## src/rtl/ysyx_22040237_defines_pkg.sv

```systemverilog
// ysyx_22040237_defines_pkg: EXU op codes, RV64I opcodes and decode enums shared by the IDU
package ysyx_22040237_defines_pkg;
   localparam logic [7:0] INST_NOP = 8'h00;
   localparam logic [7:0] INST_ADD = 8'h01;
   localparam logic [6:0] OP_IMM = 7'b0010011;
   localparam logic [6:0] OP     = 7'b0110011;
   localparam logic [6:0] LUI    = 7'b0110111;
   localparam logic [6:0] AUIPC  = 7'b0010111;
   localparam logic [6:0] JAL    = 7'b1101111;
   localparam logic [6:0] JALR   = 7'b1100111;
   localparam logic [6:0] SYSTEM = 7'b1110011;
   typedef enum logic [1:0] {IMM_NONE, IMM_I, IMM_U, IMM_J} imm_type_e;
   typedef enum logic {RUN, HALT} state_e;
endpackage

```

## src/rtl/ysyx_22040237_imm_gen.sv

```systemverilog
// ysyx_22040237_imm_gen: sign-extended I/U/J immediates from the upper instruction bits
module ysyx_22040237_imm_gen #(
   parameter int XLEN = 64
) (
   input  logic [31:12]     inst_i,
   output logic [XLEN-1:0]  imm_i_o,
   output logic [XLEN-1:0]  imm_u_o,
   output logic [XLEN-1:0]  imm_j_o
);
   assign imm_i_o = {{(XLEN-12){inst_i[31]}}, inst_i[31:20]};
   assign imm_u_o = {{(XLEN-32){inst_i[31]}}, inst_i[31:12], 12'b0};
   assign imm_j_o = {{(XLEN-21){inst_i[31]}}, inst_i[31], inst_i[19:12], inst_i[20], inst_i[30:21], 1'b0};
endmodule

```

## src/rtl/ysyx_22040237_idu.sv

```systemverilog
// ysyx_22040237_idu: RV64I-subset decode stage with one output pipeline register and a RUN/HALT gate
module ysyx_22040237_idu
   import ysyx_22040237_defines_pkg::*;
#(
   parameter int              XLEN         = 64,
   parameter logic [XLEN-1:0] RESET_PC_TAG = 'h8000_0000
) (
   input  logic            clk,
   input  logic            rst,
   input  logic            in_valid,
   output logic            in_ready,
   input  logic [XLEN-1:0] in_pc,
   input  logic [31:0]     in_inst,
   output logic [4:0]      rs1_addr,
   output logic [4:0]      rs2_addr,
   input  logic [XLEN-1:0] rs1_data,
   input  logic [XLEN-1:0] rs2_data,
   input  logic            flush,
   output logic            out_valid,
   input  logic            out_ready,
   output logic [XLEN-1:0] out_pc,
   output logic [7:0]      inst_opcode,
   output logic [XLEN-1:0] op1,
   output logic [XLEN-1:0] op2,
   output logic [XLEN-1:0] op1_jump,
   output logic [XLEN-1:0] op2_jump,
   output logic [4:0]      rd_addr,
   output logic            rd_wen,
   output logic            jump_en,
   output logic            inst_ebreak,
   output logic            invalid_inst
);
   typedef struct packed {
      logic [XLEN-1:0] pc;
      logic [7:0]      opcode;
      logic [XLEN-1:0] op1;
      logic [XLEN-1:0] op2;
      logic [XLEN-1:0] op1_jump;
      logic [XLEN-1:0] op2_jump;
      logic [4:0]      rd;
      logic            wen;
      logic            jump;
      logic            ebreak;
      logic            invalid;
   } bundle_t;

   state_e          state_q, state_d;
   logic            valid_q, valid_d, cap;
   bundle_t         bundle_q, bundle_d;
   imm_type_e       imm_type;
   logic [XLEN-1:0] imm_i, imm_u, imm_j, imm;
   logic [6:0]      opc, f7;
   logic [2:0]      f3;
   logic            is_addi, is_add, is_lui, is_auipc, is_jal, is_jalr, is_ebreak, legal;

   ysyx_22040237_imm_gen #(.XLEN(XLEN)) u_imm_gen (
      .inst_i  (in_inst[31:12]),
      .imm_i_o (imm_i),
      .imm_u_o (imm_u),
      .imm_j_o (imm_j)
   );

   assign opc       = in_inst[6:0];
   assign f3        = in_inst[14:12];
   assign f7        = in_inst[31:25];
   assign rs1_addr  = in_inst[19:15];
   assign rs2_addr  = in_inst[24:20];
   assign is_addi   = opc == OP_IMM && f3 == 3'd0;
   assign is_add    = opc == OP && f3 == 3'd0 && f7 == 7'd0;
   assign is_lui    = opc == LUI;
   assign is_auipc  = opc == AUIPC;
   assign is_jal    = opc == JAL;
   assign is_jalr   = opc == JALR && f3 == 3'd0;
   assign is_ebreak = opc == SYSTEM && in_inst[31:7] == 25'h0002000;
   assign legal     = is_addi | is_add | is_lui | is_auipc | is_jal | is_jalr;

   always_comb begin
      imm_type = (is_addi | is_jalr) ? IMM_I : (is_lui | is_auipc) ? IMM_U : is_jal ? IMM_J : IMM_NONE;
      imm      = imm_type == IMM_I ? imm_i : imm_type == IMM_U ? imm_u : imm_type == IMM_J ? imm_j : '0;
   end

   // Illegal and ebreak bundles carry zero operands and no writeback.
   always_comb begin
      bundle_d          = '0;
      bundle_d.pc       = in_pc;
      bundle_d.opcode   = legal ? INST_ADD : INST_NOP;
      bundle_d.op1      = (is_addi | is_add) ? rs1_data : (is_auipc | is_jal | is_jalr) ? in_pc : '0;
      bundle_d.op2      = is_add ? rs2_data : (is_jal | is_jalr) ? XLEN'(4) : imm;
      bundle_d.op1_jump = is_jal ? in_pc : is_jalr ? rs1_data : '0;
      bundle_d.op2_jump = (is_jal | is_jalr) ? imm : '0;
      bundle_d.rd       = legal ? in_inst[11:7] : 5'd0;
      bundle_d.wen      = legal && in_inst[11:7] != 5'd0;
      bundle_d.jump     = is_jal | is_jalr;
      bundle_d.ebreak   = is_ebreak;
      bundle_d.invalid  = !legal && !is_ebreak;
   end

   assign in_ready = state_q == RUN && !flush && (!valid_q || out_ready);
   assign cap      = in_valid && in_ready;

   always_comb begin
      valid_d = flush ? 1'b0 : cap ? 1'b1 : out_ready ? 1'b0 : valid_q;
      state_d = flush ? RUN : (cap && (is_ebreak || !legal)) ? HALT : state_q;
   end

   always_ff @(posedge clk) begin
      if (rst) begin
         state_q     <= RUN;
         valid_q     <= 1'b0;
         bundle_q    <= '0;
         bundle_q.pc <= RESET_PC_TAG;
      end else begin
         state_q <= state_d;
         valid_q <= valid_d;
         if (cap) bundle_q <= bundle_d;
      end
   end

   assign out_valid    = valid_q;
   assign out_pc       = bundle_q.pc;
   assign inst_opcode  = bundle_q.opcode;
   assign op1          = bundle_q.op1;
   assign op2          = bundle_q.op2;
   assign op1_jump     = bundle_q.op1_jump;
   assign op2_jump     = bundle_q.op2_jump;
   assign rd_addr      = bundle_q.rd;
   assign rd_wen       = bundle_q.wen;
   assign jump_en      = bundle_q.jump;
   assign inst_ebreak  = bundle_q.ebreak;
   assign invalid_inst = bundle_q.invalid;
endmodule

```

## config.mk

```make
export PLATFORM = sky130hd
export DESIGN_NAME = ysyx_22040237_idu
export DESIGN_NICKNAME = d
export VERILOG_FILES = /design/src/rtl/ysyx_22040237_defines_pkg.sv /design/src/rtl/ysyx_22040237_imm_gen.sv /design/src/rtl/ysyx_22040237_idu.sv
export SDC_FILE = /design/constraint.sdc
export NUM_CORES = 1
export LEC_CHECK = 0
export BUFFER_PORTS_ARGS = -buffer_cell sky130_fd_sc_hd__clkbuf_2
export CELL_PAD_IN_SITES_DETAIL_PLACEMENT = 1
export CELL_PAD_IN_SITES_GLOBAL_PLACEMENT = 1
export CORE_AREA = 5 5 220 222
export DETAILED_ROUTE_END_ITERATION = 10
export DIE_AREA = 0 0 225 227
export PLACE_DENSITY = 0.72
export SETUP_SLACK_MARGIN = 0.3
export SLEW_MARGIN = 5
export SYNTH_ARGS = -nofsm -noshare
export SYNTH_HDL_FRONTEND = slang
export SYNTH_SLANG_ARGS = --single-unit
export TNS_END_PERCENT = 50
```

## constraint.sdc

```tcl
create_clock -name clk -period 2.3 [get_ports clk]
set_input_delay 0.23 -clock clk [delete_from_list [all_inputs] [get_ports clk]]
set_output_delay 0.23 -clock clk [all_outputs]
set_load 0.005 [all_outputs]
```

==> flow_summary.ini, run 1 <==
[logic_synthesis]
synthesis.yosys.warnings = 0
synth-seq-cells = 300
synth_top_area_cell = dfxtp_1
synth.lib_cells_used.distinct = 51
avgSynthCellArea_sq_um = 8.77
synth_enable_flop_cells = 0
synth.area.top_cells = dfxtp_1, a21oi_1, nand2_1
synth-seq-area-share_pct = 51.4
async_flop_share_pct = 0
mappedNetlistArea_sq_mm = 0.0117
synthCells = 1334
yosysTopAreaCellShare_pct = 51.4
synth-main-ff-cell = dfxtp_1

[clocking]
htree_levels = 2
cts_tree = built
worstSkewPairLatency_ns = 0.53
ctsRootBufferMaster = clkbuf_16
clk_pin_slew_ns = 0.06
numCtsBuffers = 36
cts_num_sinks = 300
max-clock-path-buffers = 3

[die]
floorplan.die_area_sq_mm = 0.0511
floorplan.die.width_um = 225
floorplan.rows = 79
die_height_um = 227
io_pins = 578
start_util_pct = 25.3
coreArea_sq_mm = 0.0462

[finish]
final-seq-area_sq_mm = 0.00601
multiInputGateArea_sq_mm = 0.00492
final_util_pct = 42.7
layout-drive-gt1-share_pct = 39.0
fillerInstances = 5350
mostFrequentLayoutCell = clkbuf_2
nets = 2321
final_cell_mix = clkbuf_2, dfxtp_1, nand2_1, dlygate4sd3_1, a21oi_1
finalInstanceArea_sq_mm = 0.0197
area_delta_synth_final_pct = 68.5

[drt]
firstDrtPassIters = 6
drt_first_iter_violations = 1238
routed_wl_um = 66400
vias_per_cell = 5.22
count_of_antenna_violating_nets_left_after_detailed_routing = 0
detail_route.drc_violations = 0
wire_per_inst_um = 24.4
dr_total_vias = 14200

[power]
worst_ir_drop_vdd_uv = 492
total_leakage_power_nw = 9.27
p_total_mw = 12.7
powerDensity_mw_per_mm2 = 645

[global_routing]
grt_first_pass_wirelength_um = 93800
total_routing_usage_gr_pct = 23.7
initial_antenna_violation_count = 2
grt_overflow = 0
first_global_vias = 15100
grt_start_max_net_pins = 88

[worst_setup_path]
required_ns = 2.70
cp-end-kind = register
critPathArrivalTime_ns = 2.53
worst-path-max-fanout = 10
setup.reg_to_reg.worst_slack_ns = 0.17
critical_path_class = register to register
timing.critical_path.from_type = register

[placed_design]
dpl-instance-area_sq_mm = 0.0154
place_hpwl_um = 38700
number_of_buffer_cells_added_on_primary_ports = 570
weighted_congestion_reported_at_the_end_of_routability_driven_placement = 0.865

[sta]
setup-violations-final = 0
rsz_0062_raised_after_global_routing = true
hold-worst-slack_ns = 0.0389
fmax_ghz = 0.470
final.min_clock_period_ns = 2.13
finalClockSkew_ns = 0.0125
final_number_of_max_transition_violations = 0
finalHoldViolCount = 0
worst_slew_pin_slew_ns = 1.15
relative_slew_margins_pct = 23.6
min_period_over_period_pct = 92.6

[run_status]
run_status = finished clean

[run]
number_of_max_capacitance_violations_reported = 0

[hold_path]
holdCritPathClass = primary input to register
what timing repair did:
item,4_1_cts,5_1_grt
resized for setup,22,58
gates cloned,13,11
hold buffers,194,0
endpoints found under the setup margin,262,301
pin swaps,7,27
setup buffers,15,8
endpoints found under the hold margin,242,0
flip-flops by register name (all words and copies together), names as in the netlist:
signal / cells
op1: 64
op1_jump: 64
op2: 64
out_pc: 64
op2_jump: 32
rd_addr: 5
inst_ebreak: 1
inst_opcode: 1
invalid_inst: 1
jump_en: 1
out_valid: 1
rd_wen: 1
state_q: 1
cells by family (layout without fill, tap and decap cells):
group                  Yosys count  after routing  synth area share, %
AO/OA/AOI/OAI                  467            467                 26.2
AND/OR/NAND/NOR                334            335                 12.2
flip-flops                     300            300                 51.4
other                            1             10               0.0321
buffers and inverters          232           1005                 10.2
critical path, stage by stage (launching register included):
cell and delay [ns]:
dfxtp_2 0.31, nor2b_4 0.13, nor4b_2 0.29, buf_4 0.22, nor2_4 0.07, buf_12 0.16, buf_4 0.18, a222oi_1 0.52
inv_1 0.10
cell type report:
cell class	instances	area share, %
repair buffers	878	33.5
flip-flops and latches	300	30.5
multi-input cells	809	25.0
clock buffers	49	5.18
well taps	607	3.85
inverters	67	1.28
clock inverters	11	0.686
diodes	3	0.0381
Yosys cell counts, drive strengths merged (2+ instances only):
cell	n
inv	67
nand2	230
a21o	12
a22oi	48
a32oi	2
buf	75
a21oi	184
o21ai	91
or4	3
a222oi	64
nor2b	2
a21boi	8
or2	2
nor4b	3
and3	11
dfxtp	300
nor2	39
a221oi	27
or3	2
nor4	3
a22o	17
o21a	5
and2	5
a211oi	3
nor3	22
nand3	4
or4b	2
clkbuf	90
nand3b	2
per-layer routing:
layer | vias up | GRT usage (%) | part of all wire [%]
met1 | 7057 | 26.2 | 37
met5 | - | 0 | 0
met3 | 172 | 5.91 | 7.6
met4 | 0 | 10.2 | 4.6
met2 | 763 | 43.3 | 51
li1 | 6229 | - | -
final timing paths:
path,from,endpoint,cells past startpoint
worst max-delay path,out_valid$_SDFFE_PP0P_,op1[14]$_SDFFE_PP0P_,8
worst min-delay path,rs2_data[20],op2[20]$_SDFFE_PP0P_,3
worst max register to register,out_valid$_SDFFE_PP0P_,op1[14]$_SDFFE_PP0P_,8
worst min register to register,op2_jump[12]$_SDFFE_PP0P_,op2_jump[12]$_SDFFE_PP0P_,2
metrics by stage:
stage                     setup slack [ns]  cells  setup TNS, ns
after floorplan                     0.0318   1340              0
after global placement              -0.185   2420         -14.18
after detailed placement            -0.192   2420         -16.77
after CTS                            0.227   2702              0
after global routing                 0.137   2723              0
final                                0.171   2724              0
power breakdown:
group / internal [mW] / total (mW) / switching, mW / leakage, nW
Clock: 3.43 / 5.72 / 2.28 / 0.566
Combinational: 0.725 / 1.55 / 0.828 / 6.27
Sequential: 5.35 / 5.44 / 0.0891 / 2.44
Note: power is estimated with default switching activity, not from simulation.
==> inputs of run 2 (changes only) <==
Settings changed: CORE_AREA 5 5 220 222 to unset, CORE_ASPECT_RATIO set to 0.5, CORE_MARGIN set to 5, CORE_UTILIZATION set to 29, DIE_AREA 0 0 225 227 to unset, PLACE_DENSITY 0.72 to 0.8.
==> flow_summary.ini, run 2 (synthesis gave the netlist of run 1 again) <==
[worst_setup_path]
critical-path-max-stage-delay_ns = 0.58
timing.critical_path.from_type = primary input
slowest_stage = or4_4
critPathArrivalTime_ns = 2.57
critical_path.n_buffers_inverters = 4
critical_path_class = primary input to register
timing.rr.start = out_valid$_SDFFE_PP0P_
cp-end-kind = register
crit-reg2reg-capture = op2_jump[30]$_SDFFE_PP0P_
critPathTopFamily = buffers and inverters
cell_depth_of_the_worst_flop_to_flop_path = 8
required_ns = 2.79
path_cells = dlygate4sd3_1 > clkbuf_2 > or4_4 > buf_4 > nor2_4 > o311a_1 > buf_12 > a22o_1
worst-path-max-fanout = 7
setup.reg_to_reg.worst_slack_ns = 0.23

[drt]
dr_total_vias = 14400
topRoutingLayerUsed = met5
vias_per_cell = 5.45
wire_per_inst_um = 25.2
firstDrtPassIters = 7
count_of_antenna_violating_nets_left_after_detailed_routing = 0
drt_first_iter_violations = 1493
dr_wl_met2_um = 33500
met3_wirelength_um = 3990
detail_route.drc_violations = 0
routed_wl_um = 66600
met1_length_um = 24300

[sta]
hold-worst-slack_ns = 0.0428
setup-violations-final = 0
worst_slew_pin_slew_ns = 0.769
final.min_clock_period_ns = 2.08
min_period_over_period_pct = 90.3
fmax_ghz = 0.481
rsz_0062_raised_after_global_routing = true
relative_slew_margins_pct = 48.7
finalClockSkew_ns = 0.0338
finalHoldViolCount = 0
final_number_of_max_transition_violations = 0

[clocking]
ctsRootBufferMaster = clkbuf_16
cts_num_sinks = 300
numCtsBuffers = 30
clk_pin_slew_ns = 0.07
htree_levels = 1
max-clock-path-buffers = 3
cts_tree = built
worstSkewPairLatency_ns = 0.57

[die]
floorplan.rows = 52
die_height_um = 152
start_util_pct = 29.1
floorplan.die.width_um = 294
floorplan.die_area_sq_mm = 0.0447
io_pins = 578
coreArea_sq_mm = 0.0401

[finish]
layout-drive-gt1-share_pct = 37.5
fillerInstances = 4773
multiInputGateArea_sq_mm = 0.00485
final-seq-area_sq_mm = 0.00601
mostFrequentLayoutCell = clkbuf_2
final_cell_mix = clkbuf_2, dfxtp_1, nand2_1, dlygate4sd3_1, a21oi_1
nets = 2295
area_delta_synth_final_pct = 61.7
final_util_pct = 47.1

[hold_path]
holdCritPathClass = primary input to register
hold-path-endpoint = op2_jump[5]$_SDFFE_PP0P_
holdPathStages = 3
hold_path_startpoint = in_inst[25]

[global_routing]
initial_antenna_violation_count = 11
grt_overflow = 0
grt_start_max_net_pins = 130
grt_first_pass_wirelength_um = 94800
first_global_vias = 14900
total_routing_usage_gr_pct = 27.0

[run]
number_of_max_capacitance_violations_reported = 0

[power]
p_total_mw = 12.0
powerDensity_mw_per_mm2 = 634
total_leakage_power_nw = 8.91
worst_ir_drop_vdd_uv = 512

[placed_design]
number_of_buffer_cells_added_on_primary_ports = 570
place_hpwl_um = 41300
weighted_congestion_reported_at_the_end_of_routability_driven_placement = 0.931

[run_status]
run_status = finished clean
[run 2: cell types whose count changed in the layout (fill, tap and decap cells not counted), sizes merged]
cell and change:
inv +5, buf -16, nor2 -1, dlygate4sd3 +6, clkbuf -14, clkinv +2
clkinvlp -1, bufinv -2, diode +7, bufbuf -4
[run 2: power breakdown]
part | switching (mW) | total [mW] | internal (mW) | leakage, nW
Sequential | 0.0974 | 5.44 | 5.34 | 2.44
Clock | 2.32 | 5.05 | 2.73 | 0.488
Combinational | 0.827 | 1.50 | 0.672 | 5.99
[run 2: metal layers]
metal	up-vias	track usage, %
met2	810	47.6
li1	6172	-
met4	2	17.1
met3	315	4.29
met5	-	0
met1	7075	30.6
[run 2: worst min-delay path: stages]
cell and delay (ns):
clkbuf_2 0.09, buf_4 0.12, a22o_2 0.12
[run 2: what timing repair did]
| action | 4_1_cts | 5_1_grt |
|---|---|---|
| setup endpoints to repair | 175 | 240 |
| pin swaps | 6 | 23 |
| hold buffers | 200 | 0 |
| gates cloned | 2 | 6 |
| hold endpoints to repair | 260 | 0 |
| resized for setup | 17 | 52 |
| setup buffers | 10 | 3 |
[run 2: worst max path at each step]
stage / startpoint / end / slack, ns / cells after the start
2_1_floorplan: in_inst[25] / op1[0]$_SDFFE_PP0P_ / 0.03 / 6
3_3_place_gp: in_inst[25] / op1[12]$_SDFFE_PP0P_ / -0.11 / 8
3_5_place_dp: in_inst[25] / op1[0]$_SDFFE_PP0P_ / -0.17 / 8
4_1_cts: op2_jump[62]$_SDFFE_PP0P_ / op2_jump[49] / 0.20 / 1
5_1_grt: out_valid$_SDFFE_PP0P_ / op2[12]$_SDFFE_PP0P_ / 0.16 / 8
6_report: in_inst[30] / rd_addr[1]$_SDFFE_PP0P_ / 0.22 / 8
[run 2: final cells by class]
| type | instances | area share, % |
|---|---|---|
| repair buffers | 859 | 32.4 |
| flip-flops and latches | 300 | 31.8 |
| multi-input cells | 808 | 25.6 |
| clock buffers | 40 | 4.49 |
| well taps | 540 | 3.57 |
| inverters | 67 | 1.33 |
| clock inverters | 15 | 0.701 |
| diodes | 10 | 0.132 |
[run 2: through the flow]
stage / setup TNS [ns] / setup slack, ns / instances / area [sq um]
6_report: 0 / 0.223 / 2639 / 18900
5_1_grt: 0 / 0.162 / 2639 / 18900
4_1_cts: 0 / 0.195 / 2620 / 18500
3_5_place_dp: -14.53 / -0.166 / 2353 / 15300
3_3_place_gp: -9.70 / -0.113 / 2353 / 15300
2_1_floorplan: 0 / 0.0318 / 1340 / 11800
